File: config.mk
export PLATFORM = sky130hd
export DESIGN_NAME = serial_word_assembler
export DESIGN_NICKNAME = d
export VERILOG_FILES = /design/src/rtl/serial_pkg.sv /design/src/rtl/serial_shift_reg.sv /design/src/rtl/serial_word_assembler.sv
export SDC_FILE = /design/constraint.sdc
export NUM_CORES = 1
export LEC_CHECK = 0
export CORE_AREA = 2 2 39 41
export DETAILED_ROUTE_END_ITERATION = 6
export DIE_AREA = 0 0 41 43
export GPL_TIMING_DRIVEN = 1
export HOLD_SLACK_MARGIN = 0.15
export PLACE_DENSITY = 0.72
export RECOVER_POWER = 50
export SETUP_SLACK_MARGIN = 0.4
export SYNTH_ARGS = -nofsm -noshare
export SYNTH_HDL_FRONTEND = slang
export SYNTH_SLANG_ARGS = --single-unit
File: constraint.sdc
create_clock -name clk -period 2.5 [get_ports clk]
set_input_delay 0.5 -clock clk [delete_from_list [all_inputs] [get_ports clk]]
set_output_delay 0.5 -clock clk [all_outputs]
set_load 0.01 [all_outputs]
File: src/rtl/serial_pkg.sv
// Shared types and constants for the serial word assembler and its shift register.
// The optional parity stage is enabled with the macro SERIAL_WORD_ASSEMBLER_PARITY_EN.
package serial_pkg;

    typedef enum logic [1:0] {
        S_IDLE   = 2'd0,
        S_DATA   = 2'd1,
        S_PARITY = 2'd2,
        S_STOP   = 2'd3
    } state_e;

    localparam logic START_BIT = 1'b0;
    localparam logic STOP_BIT  = 1'b1;

    // Must match the width of the downstream enabled register stage.
    localparam int WORD_W = 4;

endpackage

File: src/rtl/serial_shift_reg.sv
// WIDTH-bit left-shift register: new bits enter at the LSB, so MSB-first data lands in order.
// Synchronous active-low clear.
module serial_shift_reg #(
    parameter int WIDTH = 4
) (
    input  logic             clk,
    input  logic             reset,
    input  logic             shift_en_i,
    input  logic             bit_i,
    output logic [WIDTH-1:0] data_o
);

    logic [WIDTH-1:0] data_q;
    logic [WIDTH-1:0] data_d;

    always_comb begin
        data_d = data_q;
        if (shift_en_i) begin
            data_d = {data_q[WIDTH-2:0], bit_i};
        end
    end

    always_ff @(posedge clk) begin
        if (!reset) begin
            data_q <= '0;
        end else begin
            data_q <= data_d;
        end
    end

    assign data_o = data_q;

endmodule

File: src/rtl/serial_word_assembler.sv
// Deserialises start/data(MSB first)/stop frames into a word plus a one-cycle load strobe.
// Define SERIAL_WORD_ASSEMBLER_PARITY_EN to insert an even-parity bit between data and stop.
module serial_word_assembler
    import serial_pkg::*;
#(
    parameter int WIDTH = WORD_W
) (
    input  logic             clk,
    input  logic             reset,
    input  logic             sin,
    input  logic             in_valid,
    output logic [WIDTH-1:0] word,
    output logic             word_en,
    output logic             frame_err,
    output logic             parity_err,
    output logic             busy
);

    localparam int CNT_W = $clog2(WIDTH);

    state_e           state_q, state_d;
    logic [CNT_W-1:0] bit_cnt_q, bit_cnt_d;
    logic [WIDTH-1:0] word_q, word_d;
    logic             word_en_q, word_en_d;
    logic             frame_err_q, frame_err_d;
    logic             parity_err_q, parity_err_d;
    logic             shift_en;
    logic [WIDTH-1:0] shift_data;

    serial_shift_reg #(
        .WIDTH(WIDTH)
    ) u_shift (
        .clk       (clk),
        .reset     (reset),
        .shift_en_i(shift_en),
        .bit_i     (sin),
        .data_o    (shift_data)
    );

    // Nothing advances without a bit strobe; the error/load strobes always self-clear.
    always_comb begin
        state_d      = state_q;
        bit_cnt_d    = bit_cnt_q;
        word_d       = word_q;
        word_en_d    = 1'b0;
        frame_err_d  = 1'b0;
        parity_err_d = 1'b0;
        shift_en     = 1'b0;

        if (in_valid) begin
            case (state_q)
                S_IDLE: begin
                    if (sin == START_BIT) begin
                        state_d   = S_DATA;
                        bit_cnt_d = '0;
                    end
                end
                S_DATA: begin
                    shift_en = 1'b1;
                    if (bit_cnt_q == CNT_W'(WIDTH - 1)) begin
                        bit_cnt_d = '0;
`ifdef SERIAL_WORD_ASSEMBLER_PARITY_EN
                        state_d   = S_PARITY;
`else
                        state_d   = S_STOP;
`endif
                    end else begin
                        bit_cnt_d = bit_cnt_q + CNT_W'(1);
                    end
                end
`ifdef SERIAL_WORD_ASSEMBLER_PARITY_EN
                S_PARITY: begin
                    if (sin == (^shift_data)) begin
                        state_d = S_STOP;
                    end else begin
                        parity_err_d = 1'b1;
                        state_d      = S_IDLE;
                    end
                end
`endif
                S_STOP: begin
                    // A zero here is a framing error, not the start of the next frame.
                    if (sin == STOP_BIT) begin
                        word_d    = shift_data;
                        word_en_d = 1'b1;
                    end else begin
                        frame_err_d = 1'b1;
                    end
                    state_d = S_IDLE;
                end
                default: begin
                    state_d = S_IDLE;
                end
            endcase
        end
    end

    always_ff @(posedge clk) begin
        if (!reset) begin
            state_q      <= S_IDLE;
            bit_cnt_q    <= '0;
            word_q       <= '0;
            word_en_q    <= 1'b0;
            frame_err_q  <= 1'b0;
            parity_err_q <= 1'b0;
        end else begin
            state_q      <= state_d;
            bit_cnt_q    <= bit_cnt_d;
            word_q       <= word_d;
            word_en_q    <= word_en_d;
            frame_err_q  <= frame_err_d;
            parity_err_q <= parity_err_d;
        end
    end

    assign word       = word_q;
    assign word_en    = word_en_q;
    assign frame_err  = frame_err_q;
    assign parity_err = parity_err_q;
    assign busy       = (state_q != S_IDLE);

endmodule

==> impl_metrics.env <==
export IMPL_status="finished, final reports clean"
export IMPL_clk_pin_slew_ps=80
export IMPL_dp_final_hpwl_um=678
export IMPL_syn2layout_area_growth_pct=22.8
export IMPL_grt_util_all_layers=0.131
export IMPL_grt_start_max_net_pins=14
export IMPL_path_class="flip-flop to output pin"
export IMPL_die_w_um=41
export IMPL_h_tree_depth=1
export IMPL_hold_buffers=0
export IMPL_post_cts_repair_setup_buffers=0
export IMPL_ir_drop_mv=0.306
export IMPL_wirelength_um=893
export IMPL_required_ps=2000
export IMPL_cp_max_fo=8
export IMPL_antenna_found_initial=0
export IMPL_clockBufferDepth=2
export IMPL_critPathCaptureType="output pin"
export IMPL_pwr_share_comb=0.056
export IMPL_fin_cells=88
export IMPL_ctsResizeCount=0
export IMPL_power_frac_clock=0.383
export IMPL_overflow=0
export IMPL_dp_cells=84
export IMPL_ant_nets=0
export IMPL_slew_viol_final=0
export IMPL_postSynthCellCount=62
export IMPL_layout_common_cells="dfxtp_1 (14), nand3_1 (10), o21ai_0 (8), clkdlybuf4s50_1 (8), nand2_1 (5)"
export IMPL_insertion_delay_ps=270
export IMPL_rsz0062_at_grt="false"
export IMPL_p_leak_nw=0.248
export IMPL_hold_path_class="flip-flop to flip-flop"
export IMPL_pin_count=12
export IMPL_port_buffers=10
export IMPL_yosysWarnings=0
export IMPL_fin_tns_setup_ps=0
export IMPL_finalClockSkew_ps=2.23
export IMPL_fmax_ghz=0.516
export IMPL_hold_slack_ps=460
export IMPL_cts_buffers=3
export IMPL_cts_sinks=14
export IMPL_grt_pass1_vias=378
export IMPL_sw_frac_of_total=0.205
export IMPL_tritoncts="yes"
export IMPL_seq_power_share=0.561
export IMPL_layout_drive_gt1_share=0.0972
export IMPL_p_int_w=0.000324
export IMPL_ys_top_cells_by_area="dfxtp_1 (51%), nand3_1 (9.1%), o21ai_0 (5.5%), o21ai_1 (3.6%), nand2_1 (3.4%)"
export IMPL_drtIter0Drc=1
export IMPL_rows=14
export IMPL_synth_top_area_frac=0.510
export IMPL_cts_root_buf="clkbuf_4"
export IMPL_die_area_mm2=0.00176
export IMPL_worstHoldPathCells=2
export IMPL_viasPerCell=5.00
export IMPL_nets=78
export IMPL_gp_congestion=0.703
export IMPL_ys_seq_area_frac=0.510
export IMPL_syn_num_nets=67
export IMPL_period_share=0.775
export IMPL_maxCapViolations=0
export IMPL_period_minus_slack_ps=1940
export IMPL_via_count=440
export IMPL_die_h_um=43
export IMPL_synthDistinctLibCells=22
export IMPL_final_common_cell="dfxtp_1"
export IMPL_start_util=0.397
export IMPL_p_per_area_mw_per_mm2=603
export IMPL_fp_coreArea_mm2=0.00138
export IMPL_cp_start_kind="flip-flop"
export IMPL_synth_area_per_cell_um2=8.86
export IMPL_yosysTopAreaCell="dfxtp_1"
export IMPL_worstPathArrival_ps=1440
export IMPL_post_drt_wl_per_cell_um=10.1
export IMPL_grt_pass1_wl_um=1590
export IMPL_hold_viol=0
export IMPL_rr_worst_depth=3
export IMPL_syn_area_um2=549
export IMPL_first_pass_iters=2
export IMPL_antenna_cells=0
export IMPL_setup_violations_final=0
export IMPL_p_sw_w=0.0000832
export IMPL_drc_errors=0
export IMPL_ys_ff_latch=14
## power groups by stage
stage | Clock [W] | Combinational (W) | Sequential [W]
2_1_floorplan | 0 | 0.0000176 | 0.000233
3_5_place_dp | 0 | 0.0000239 | 0.000234
6_report | 0.000156 | 0.0000229 | 0.000228
5_1_grt | 0.000172 | 0.0000259 | 0.000229
4_1_cts | 0.000159 | 0.0000240 | 0.000228
3_3_place_gp | 0 | 0.0000234 | 0.000233
## cells by family (layout without fill, tap and decap cells)
group / count (synthesis) / after routing / synth area share
other cells: 1 / 1 / 0.00683
compound gates: 14 / 14 / 0.132
simple gates: 25 / 25 / 0.239
mux: 1 / 1 / 0.0205
buf+inv: 6 / 16 / 0.0683
fa+ha+maj: 1 / 1 / 0.0228
flops: 14 / 14 / 0.510
## synthesized netlist by cell type
| master | n |
|---|---|
| a21oi_1 | 3 |
| nand2_1 | 5 |
| and2b_2 | 1 |
| a211oi_1 | 1 |
| o21ai_0 | 6 |
| nor2_1 | 3 |
| nand4b_1 | 1 |
| buf_4 | 2 |
| ha_1 | 1 |
| or2_2 | 1 |
| buf_6 | 1 |
| clkbuf_1 | 1 |
| dfxtp_1 | 14 |
| nand3_1 | 10 |
| conb_1 | 1 |
| mux2_2 | 1 |
| inv_1 | 2 |
| and3b_2 | 1 |
| o21ai_1 | 4 |
| nand4_1 | 1 |
| nand2b_1 | 1 |
| nor3_1 | 1 |
## worst max-delay path: stages, from the launching register on
cell and delay [ps]:
dfxtp_1 380, or2_2 310, clkdlybuf4s50_1 480
## metrics by stage
step,cell area (um2),utilization,total power [W],setup WS (ps)
2_1_floorplan,549,-,0.000250,1300
3_3_place_gp,639,0.462,0.000257,730
3_5_place_dp,639,0.462,0.000257,663
4_1_cts,676,0.488,0.000411,558
5_1_grt,674,0.487,0.000427,497
6_report,674,0.487,0.000407,564
## worst paths after layout
path / start / endpoint / slack, ps
worst max register to register: state_q[0]$_SDFFE_PN0P_ / word[1]$_SDFFE_PN0P_ / 1350
worst min-delay path: u_shift.data_o[2]$_SDFFE_PN0P_ / u_shift.data_o[3]$_SDFFE_PN0P_ / 460
worst max-delay path: state_q[1]$_SDFFE_PN0P_ / busy / 560
worst min register to register: u_shift.data_o[2]$_SDFFE_PN0P_ / u_shift.data_o[3]$_SDFFE_PN0P_ / 460
## sequential cells by signal, summed over array words and instances (netlist names)
signal / flops
bit_cnt_q: 2
state_q: 2
u_shift.data_o: 4
word_en: 1
frame_err: 1
word: 4
## per-layer routing
metal	routed length, um	track usage
met4	0	0.0400
met2	436	0.175
met1	413	0.189
met3	43	0.0524
met5	0	0
## layout make-up
| cell class | count | area (um2) |
|---|---|---|
| flip-flops and latches | 14 | 280 |
| well taps | 16 | 20.0 |
| multi-input cells | 42 | 230 |
| repair buffers | 10 | 100 |
| clock buffers | 4 | 36.3 |
| inverters | 2 | 7.51 |
| fillers | 136 | 709 |
(Power assumes the default switching activity.)
